File: config.mk
export PLATFORM = sky130hd
export DESIGN_NAME = branch_aux_flat
export DESIGN_NICKNAME = d
export VERILOG_FILES = /design/src/rtl/branch_aux_if.sv /design/src/rtl/branch_aux.sv /design/src/flat_wrapper.sv
export SDC_FILE = /design/constraint.sdc
export NUM_CORES = 1
export LEC_CHECK = 0
export ABC_AREA = 1
export BUFFER_PORTS_ARGS = -buffer_cell sky130_fd_sc_hd__buf_2
export CAP_MARGIN = 20
export CORE_UTILIZATION = 25
export DETAILED_ROUTE_END_ITERATION = 7
export PLACE_DENSITY = 0.45
export SYNTH_ARGS = -nofsm -noshare
export SYNTH_HDL_FRONTEND = slang
export SYNTH_SLANG_ARGS = --single-unit
export TNS_END_PERCENT = 10
File: constraint.sdc
create_clock -name clk -period 3.7 [get_ports clk]
set_input_delay 0.185 -clock clk [delete_from_list [all_inputs] [get_ports clk]]
set_output_delay 0.185 -clock clk [all_outputs]
set_load 0.005 [all_outputs]
File: src/rtl/branch_aux_if.sv
// Signal bundle between the branch/call decode logic and the branch_aux target generator.
// The master drives PC, displacement, select and strobe; the slave returns the target.
interface branch_aux_if #(
   parameter int WIDTH  = 32,
   parameter int DISP_W = 30
) ();
   logic [WIDTH-1:0]  in_pc;
   logic [DISP_W-1:0] in_disp;
   logic              BAUX;
   logic              sel;
   logic [WIDTH-1:0]  out;
   logic              out_valid;

   modport master (
      output in_pc,
      output in_disp,
      output BAUX,
      output sel,
      input  out,
      input  out_valid
   );

   modport slave (
      input  in_pc,
      input  in_disp,
      input  BAUX,
      input  sel,
      output out,
      output out_valid
   );
endinterface

File: src/rtl/branch_aux.sv
// SPARC branch/call target generator: pc + 4*sext(disp30) for CALL, pc + 4*sext(disp22) for Bicc.
// The target is captured on a BAUX strobe and held for the PC/nPC update logic.
module branch_aux #(
   parameter int WIDTH     = 32,
   parameter int DISP_W    = 30,
   parameter int BR_DISP_W = 22
) (
   input  logic         clk,
   input  logic         reset,
   branch_aux_if.slave  bus
);

   // Sign-extend the CALL displacement (full field) to WIDTH bits.
   function automatic logic signed [WIDTH-1:0] sext_call(input logic [DISP_W-1:0] d);
      return {{(WIDTH-DISP_W){d[DISP_W-1]}}, d};
   endfunction

   // Sign-extend the Bicc displacement; bits above BR_DISP_W are ignored.
   function automatic logic signed [WIDTH-1:0] sext_br(input logic [DISP_W-1:0] d);
      return {{(WIDTH-BR_DISP_W){d[BR_DISP_W-1]}}, d[BR_DISP_W-1:0]};
   endfunction

   // Word displacement to byte offset and modulo-2^WIDTH add; carry-out is dropped.
   function automatic logic [WIDTH-1:0] wrap_add(input logic [WIDTH-1:0]        pc,
                                                input logic signed [WIDTH-1:0] woff);
      logic signed [WIDTH-1:0] boff;
      boff = woff <<< 2;
      return pc + WIDTH'(unsigned'(boff));
   endfunction

   logic signed [WIDTH-1:0] woff_p0;
   logic [WIDTH-1:0]        tgt_p0;
   logic [WIDTH-1:0]        out_p1;
   logic                    vld_p1;

   // Stage 0: combinational target from the current instruction fields
   always_comb begin
      woff_p0 = sext_br(bus.in_disp);
      if (bus.sel == 1'b1) begin
         woff_p0 = sext_call(bus.in_disp);
      end
      tgt_p0 = wrap_add(bus.in_pc, woff_p0);
   end

   // Stage 1: capture on BAUX; reset clears the target too so PC logic never sees stale data
   always_ff @(posedge clk) begin
      if (reset) begin
         out_p1 <= '0;
         vld_p1 <= 1'b0;
      end else begin
         vld_p1 <= bus.BAUX;
         if (bus.BAUX) begin
            out_p1 <= tgt_p0;
         end
      end
   end

   assign bus.out       = out_p1;
   assign bus.out_valid = vld_p1;

endmodule

File: src/flat_wrapper.sv
// flat-port wrapper written by rule: the top's interface ports become plain ports
module branch_aux_flat 
#(
   parameter int WIDTH     = 32,
   parameter int DISP_W    = 30,
   parameter int BR_DISP_W = 22
)
  (clk, reset, bus_in_pc, bus_in_disp, bus_BAUX, bus_sel, bus_out, bus_out_valid);
  branch_aux_if #(.WIDTH(WIDTH), .DISP_W(DISP_W)) bus_i ();
  input  logic clk;
  input  logic reset;
  input wire logic [$bits(bus_i.in_pc)-1:0] bus_in_pc;
  input wire logic [$bits(bus_i.in_disp)-1:0] bus_in_disp;
  input wire logic [$bits(bus_i.BAUX)-1:0] bus_BAUX;
  input wire logic [$bits(bus_i.sel)-1:0] bus_sel;
  output wire logic [$bits(bus_i.out)-1:0] bus_out;
  output wire logic [$bits(bus_i.out_valid)-1:0] bus_out_valid;
  assign bus_i.in_pc = bus_in_pc;
  assign bus_i.in_disp = bus_in_disp;
  assign bus_i.BAUX = bus_BAUX;
  assign bus_i.sel = bus_sel;
  assign bus_out = bus_i.out;
  assign bus_out_valid = bus_i.out_valid;
  branch_aux #(.WIDTH(WIDTH), .DISP_W(DISP_W), .BR_DISP_W(BR_DISP_W)) u_core (.clk(clk), .reset(reset), .bus(bus_i));
endmodule
# [Yosys cells after proc, flatten, opt, wreduce, memory -nomap -nowiden]
# Index checks and enable logic that the tools add are counted.
[word_totals] inputBits=66 word_cells=4 reg_bits=33 out_inout_bits=33
[classes] n_addsub=1 n_mux=1
[ops] operator="adder 32 bit" count=1
[ops] operator="two-way mux 30 bit" count=1

# [Depth between registers and ports, before layout]
# Gate-level depths: netlist (run 1).
[depth] word_depth=2 ltp_mapped=17 mapped_depth_nobuf=16

# [Worst setup path after synthesis (run 1)]
# Ideal clock, no wire load.
[synth_timing] path_kind="input to register" startpoint="in bus_sel" endpoint="reg u_core.out_p1[30] (netlist: u_core.bus.out[30])" stages=17 t_arrival_ns=1.675 setup_ns=0.109 t_required_ns=3.591 n_path_buf=1 slack_ns=1.916 path_cell_list="buf_2 inv_1 nand2_1 nand2_1 ha_1 nand2_1 inv_1 nand2_1 nand2_1 nand2_1 nand2_1 a21oi_1 nand2_1 nand2_1 nand3_1 nand2_1 inv_1"
[synth_between] elab_chain_len=2
[synth_rtl] element="start, declared" line="flat_wrapper.sv:15" text="input wire logic [$bits(bus_i.sel)-1:0] bus_sel;"
[synth_rtl] element="two-way mux 30 bit" line="branch_aux.sv:39" text="if (bus.sel == 1'b1) begin"
[synth_rtl] element="adder 32 bit" line="branch_aux.sv:28" text="return pc + WIDTH'(unsigned'(boff));"
[synth_rtl] element="end signal, assigned" line="branch_aux.sv:53" text="out_p1 <= tgt_p0;"
[synth_rtl] element="end, declared" line="branch_aux.sv:33" text="logic [WIDTH-1:0] out_p1;"
# Every way passes these cells.
# A chain may end at the register's enable or synchronous reset.

# [Worst setup path in the final report (run 1)]
[layout_timing] startpoint="in bus_sel" endpoint="reg u_core.out_p1[26] (netlist: u_core.bus.out[26])"
# The elaborated chain is that of the path after synthesis.

==> run summary, run 1 <==
run status - finished clean
most frequent CP cell - nand2_1
Routed Antenna Nets - 0
Slew Limit Headroom - 0.6521
most frequent cells in the layout - 216 x nand2_1, 119 x inv_1, 98 x buf_2, 78 x nor2_1, 48 x nand3_1
RSZ-0062 raised after global routing - false
CTS Buffer Depth - 2
Final #Nets - 815
leak pwr - 2.659 nW
Core Footprint - 0.01335 mm2
global route overflow - 0
Data required, critical path - 3.87 ns
Clock transition at path regs - 0.05 ns
crit start category - primary input
Max Clk Rate - 521.4 MHz
routed len/inst - 12.43 um
Switch Pwr - 0.0005081 W
sw frac - 0.3536
clk_lat worst skew - 0.27 ns
Num CTS Buffers - 5
final hold violation count - 0
max-cap viol count - 0
CP Cell Sequence - buf_2 > inv_1 > nand2_1 > nand2_1 > ha_1 > nand2_1 > nor2_1 > nand2_1 > nor2_1 > nand2_1 > nand4_1 > nand3_1 > nand2_1 > inv_1
routed wire length - 11140 um
#FFs+latches synth - 33
post-DP HPWL - 9477 um
Starting Density - 0.2584
final total power - 0.001437 W
ANT cells - 0
critical path's largest stage delay - 0.41 ns
vias in the first global route - 3744
average instance area after synthesis - 5.546 um2
I/O Pins - 99
Die ar. - 0.01427 mm2
TritonRoute pass-1 iters - 4
Crit. End Element - register
initial antenna violation count - 0
Flop pwr share - 0.287
Clock Skew - 0 ns
WP data arrival - 2.09 ns
Die H - 119.5 um
Post-CTS Resized - 0
Placement Setup Slack - 1.498 ns
vias post-DR - 3836
fin. max-slew vios - 0
clock root buffer - clkbuf_16
pin count of the biggest net entering global routing - 40
clock network fraction of design power - 0.345
r2r worst-path depth - 4
PortBufs - 98
Combinational Power Share - 0.369
WS Path Type - primary input to register
fin crit period - 1.918 ns
Tcrit/Tclk final - 0.5184
VDD IR max - 157.9 uV
HP Class - primary input to register
WHS Path Cells - 3
net count after synthesis - 718
first-pass GRT wire length - 18270 um
Slew @ Worst Pin - 0.5186 ns
H-Tree Level Count - 2
Syn Inst Count - 622
crit path max fanout - 9
CTS tree - built
internal power - 0.0009289 W
Area Growth Syn to Fin - 24.77%
CP max stage cell - ha_1
Via density - 4.281
Tot GR Track Use - 0.1623
fin worst setup slack - 1.782 ns
Fin Setup TNS - 0 ns
Setup Fix Bufs, Post-CTS - 0
clk sink count - 33
Synth Warn # - 0
area of the mapped netlist - 0.003450 mm2
most common cell after layout, fill and taps aside - nand2_1
# hold bufs at CTS - 0
DRC - 0
Seq/Total Area, Yosys - 0.1915
P per Cell Area - 333.9 mW/mm2
Setup Viol. Count Final - 0
fill cell count - 1565
post-synthesis cell type count - 28
GP Congestion - 0.8686
row cnt - 42
Starting DRT DRC Count - 258
layout cells sized above 1 - 0.1778
Die X - 119.5 um
==> metal layers <==
layer	vias to the layer above	routed length, um	global-route usage
met5	-	0	0
met4	0	71	0.03125
met3	5	558	0.01820
met2	77	4821	0.2637
met1	1666	5683	0.2302
li1	2088	-	-
==> sequential cells by signal (all words and copies together), names as in the netlist <==
signal / cells
u_core.bus.out: 32
u_core.bus.out_valid: 1
==> cells by family (layout without fill, tap and decap cells) <==
family	Yosys count	count (layout)	synth area share
xor+xnor	14	14	0.03555
simple gates	368	368	0.4447
buf+inv	130	228	0.1422
fa+ha+maj	30	30	0.1110
compound gates	47	47	0.07508
flops	33	33	0.1915
==> Yosys cell counts <==
library cell | n | area share
o21bai_2 | 1 | 0.0033
nand2_1 | 216 | 0.24
a21o_1 | 1 | 0.0022
o21bai_1 | 3 | 0.0065
ha_1 | 29 | 0.11
clkinv_1 | 1 | 0.0011
inv_2 | 1 | 0.0011
fa_1 | 1 | 0.0058
dfxtp_1 | 33 | 0.19
nor2_2 | 7 | 0.013
xor2_1 | 6 | 0.015
nand3_2 | 5 | 0.015
nand4_1 | 4 | 0.0073
and2_1 | 1 | 0.0018
nand3_1 | 48 | 0.070
o21ai_0 | 16 | 0.023
inv_1 | 119 | 0.13
nor3_1 | 1 | 0.0014
or2_1 | 2 | 0.0036
nor2_1 | 78 | 0.085
o21ai_1 | 3 | 0.0044
nand2_2 | 4 | 0.0073
a21oi_2 | 2 | 0.0051
clkbuf_1 | 7 | 0.0076
nor2_4 | 2 | 0.0065
buf_2 | 2 | 0.0029
xnor2_1 | 8 | 0.020
a21oi_1 | 21 | 0.030
==> power groups by stage <==
stage / clock (W) / sequential, W / combinational, W
floorplan: 0 / 0.000418 / 0.000345
global placement: 0 / 0.000420 / 0.000531
detailed placement: 0 / 0.000420 / 0.000532
CTS: 0.000512 / 0.000413 / 0.000535
global route: 0.000524 / 0.000416 / 0.000608
finish: 0.000495 / 0.000412 / 0.000530
==> layout make-up <==
cell class	count	area, um2	area share
Tap cell	176	220.2	0.05116
Inverter	121	454.2	0.1055
Sequential cell	33	660.6	0.1535
Clock buffer	7	142.6	0.03314
Multi-Input combinational cell	459	2298	0.5340
Timing Repair Buffer	99	498.0	0.1157
Clock inverter	1	30.03	0.006977
==> critical path, delay by kind of cell <==
| family | cells | cell delay, ns |
|---|---|---|
| adders and majority gates | 1 | 0.41 |
| buffers and inverters | 3 | 0.24 |
| and+or+nand+nor | 10 | 1.25 |
==> through the flow <==
| stage | utilization | std cells | hold WS (ns) | area (um2) |
|---|---|---|---|---|
| after floorplan | - | 622 | 0.3199 | 3450 |
| after global placement | 0.3095 | 888 | 0.4100 | 4131 |
| after detailed placement | 0.3095 | 888 | 0.4142 | 4131 |
| after CTS | 0.3225 | 896 | 0.1281 | 4304 |
| after global routing | 0.3225 | 896 | 0.1351 | 4304 |
| final | 0.3225 | 896 | 0.1340 | 4304 |
==> worst paths after layout <==
path | end | start | slack [ns]
max | u_core.bus.out[26] | bus_sel | 1.78
min | u_core.bus.out[1] | bus_in_pc[1] | 0.13
max reg2reg | u_core.bus.out[27] | u_core.bus.out[27] | 2.98
min reg2reg | u_core.bus.out[15] | u_core.bus.out[15] | 0.48
(Power assumes the default switching activity.)
==> inputs of run 2 (changes only) <==
Settings changed: ABC_AREA 1 to 0, PLACE_DENSITY 0.45 to 0.48.
Clock period 3.7 ns to 1.5 ns, I/O delays scaled along.
==> run summary, run 2 <==
I/O Pins - 99
Hold WS - 0.03459 ns
first-pass GRT wire length - 16370 um
Clock transition at path regs - 0.07 ns
Flop pwr share - 0.247
fin. max-slew vios - 0
layout cells sized above 1 - 0.5116
Crit. End Element - register
Routed Antenna Nets - 0
Die X - 108.8 um
internal power - 0.002824 W
Die ar. - 0.01185 mm2
mux cell area share after synthesis - 0.03507
H-Tree Level Count - 2
Critical R2R Launch - u_core.bus.out[26]
initial antenna violation count - 0
most frequent cells in the layout - 94 x buf_2, 93 x buf_4, 37 x nand2_1, 33 x dfxtp_1, 28 x nor2_1
CP max stage cell - a221o_1
clk sink count - 33
Switch Pwr - 0.001311 W
Seq/Total Area, Yosys - 0.2315
clock root buffer - clkbuf_16
Synth Warn # - 0
final hold violation count - 0
Tot GR Track Use - 0.1757
CP bufs+invs - 1
Worst setup endpoint - u_core.bus.out[29]
run status - finished with violations
dpl cell area - 0.004342 mm2
Tcrit/Tclk final - 1.152
most common cell in the synthesized netlist - nand2_1
r2r setup slk - 0.58 ns
ANT cells - 0
Combinational Power Share - 0.414
most common cell after layout, fill and taps aside - buf_2
Setup Viol. Count Final - 17
Num CTS Buffers - 5
RSZ-0062 raised after global routing - true
post-synthesis cell type count - 58
Via density - 4.899
Core Footprint - 0.01098 mm2
Main synth FF type - dfxtp_1
Slew @ Worst Pin - 0.3606 ns
post-DP HPWL - 7907 um
average instance area after synthesis - 7.672 um2
VDD IR max - 564.9 uV
TritonRoute pass-1 iters - 4
vias post-DR - 3434
leak pwr - 2.317 nW
Clock Skew - 0 ns
Data required, critical path - 1.68 ns
global route overflow - 0
Reg2Reg Capture Point - u_core.bus.out[26]
critical path's largest stage delay - 0.38 ns
CTS Buffer Depth - 2
HP Class - primary input to register
routed wire length - 10050 um
max-cap viol count - 0
Post-synth EDFFs - 0
Starting DRT DRC Count - 90
Slew Limit Headroom - 0.7588
#FFs+latches synth - 33
most instantiated cells after synthesis - 45 x nand2_1, 37 x a21oi_1, 33 x dfxtp_1, 32 x nor2_1, 29 x ha_1
synthesized-area fraction occupied by and/or/nand/nor cells - 0.2411
Die H - 108.8 um
number of flip-flops in the largest register - 32
Synth Area in Adders - 0.1342
CP Cell Sequence - buf_6 > ha_4 > a21o_1 > a221o_1 > nand3_2 > a211o_1 > nand2_2 > o311a_1 > a311o_1
fill cell count - 1080
Area Growth Syn to Fin - 73.13%
Placement Setup Slack - -0.7116 ns
vias in the first global route - 3363
DRC - 0
fin crit period - 1.728 ns
CTS tree - built
crit start category - primary input
crit path max fanout - 3
GP Congestion - 0.8046
failing checks - setup timing
r2r worst-path depth - 2
main combinational cell family by area after synthesis - compound AO/OA/AOI/OAI gates
cells taking the most area after synthesis - dfxtp_1 23%, ha_1 13%, a21oi_1 6.5%
routed len/inst - 14.34 um
WS Path Type - primary input to register
clock network fraction of design power - 0.339
post-route cell area - 0.004941 mm2
pin count of the biggest net entering global routing - 29
WP data arrival - 1.90 ns
Max Clk Rate - 578.7 MHz
Async SR Flop Fraction - 0
Starting Density - 0.2599
PortBufs - 98
Synth Area in XOR/XNOR - 0.04910
net count after synthesis - 468
area of the mapped netlist - 0.002854 mm2
Syn Inst Count - 372
sw frac - 0.3171
Worst path depth - 9
clk_lat worst skew - 0.28 ns
area leader, netlist - dfxtp_1
Final #Nets - 656
fin worst setup slack - -0.2279 ns
delay-heaviest family, CP - compound AO/OA/AOI/OAI gates
post-synth top area share - 0.2315
row cnt - 38
Fin Setup TNS - -1.968 ns
P per Cell Area - 837.0 mW/mm2
final total power - 0.004135 W
Synth Area in Compound Gates - 0.2801
worst setup path startpoint - bus_in_disp[6]
## run 2: layer usage
layer | vias to the layer above | global-route usage | wire length (um) | share of wire
met5 | - | 0 | 0 | 0
li1 | 1758 | - | - | -
met4 | 0 | 0.03571 | 65 | 0.0065
met1 | 1594 | 0.2315 | 4710 | 0.47
met3 | 4 | 0.02271 | 383 | 0.038
met2 | 78 | 0.3052 | 4895 | 0.49
## run 2: tightest hold or removal path, stage by stage
cell and delay, ns:
buf_2 0.08, mux2i_1 0.06, nor2_1 0.07
## run 2: how the worst min path moves through the flow
stage / end / depth (start not counted) / from
after floorplan: u_core.bus.out[0] / 2 / bus_in_pc[0]
after global placement: u_core.bus.out[0] / 3 / bus_in_pc[0]
after detailed placement: u_core.bus.out[1] / 3 / bus_in_pc[1]
after CTS: u_core.bus.out[1] / 3 / bus_in_pc[1]
after global routing: u_core.bus.out[1] / 3 / bus_in_pc[1]
final: u_core.bus.out[0] / 3 / bus_in_pc[0]
## run 2: logic make-up (layout without fill, tap and decap cells)
family,after synthesis,count (layout)
compound gates,120,120
xor+xnor,16,16
fa+ha+maj,30,30
buf+inv,21,210
flops,33,33
mux,10,10
simple gates,142,142
## run 2: layout make-up
class | count | area, um2 | area share
well taps | 140 | 175.2 | 0.03545
clock inverters | 3 | 68.82 | 0.01393
clock buffers | 5 | 125.1 | 0.02532
inverters | 8 | 30.03 | 0.006077
repair buffers | 194 | 1247 | 0.2525
flip-flops and latches | 33 | 660.6 | 0.1337
multi-input cells | 318 | 2634 | 0.5330
## run 2: metrics by stage
stage,util,cells
floorplan,-,372
global placement,0.3953,688
detailed placement,0.3953,688
CTS,0.4392,701
global route,0.4499,701
finish,0.4499,701
## run 2: power by group through the flow
stage	Sequential [W]	Combinational (W)	Clock, W
finish	0.00102	0.00171	0.00140
global route	0.00103	0.00189	0.00146
CTS	0.00102	0.00166	0.00143
detailed placement	0.00104	0.00153	0
global placement	0.00104	0.00151	0
floorplan	0.00104	0.000858	0
## run 2: timing repair
action | in CTS | in global routing
setup endpoints to repair | 21 | 24
resized for setup | 51 | 26
pin swaps | 33 | 18
hold buffers | 0 | 0
setup buffers | 5 | 0
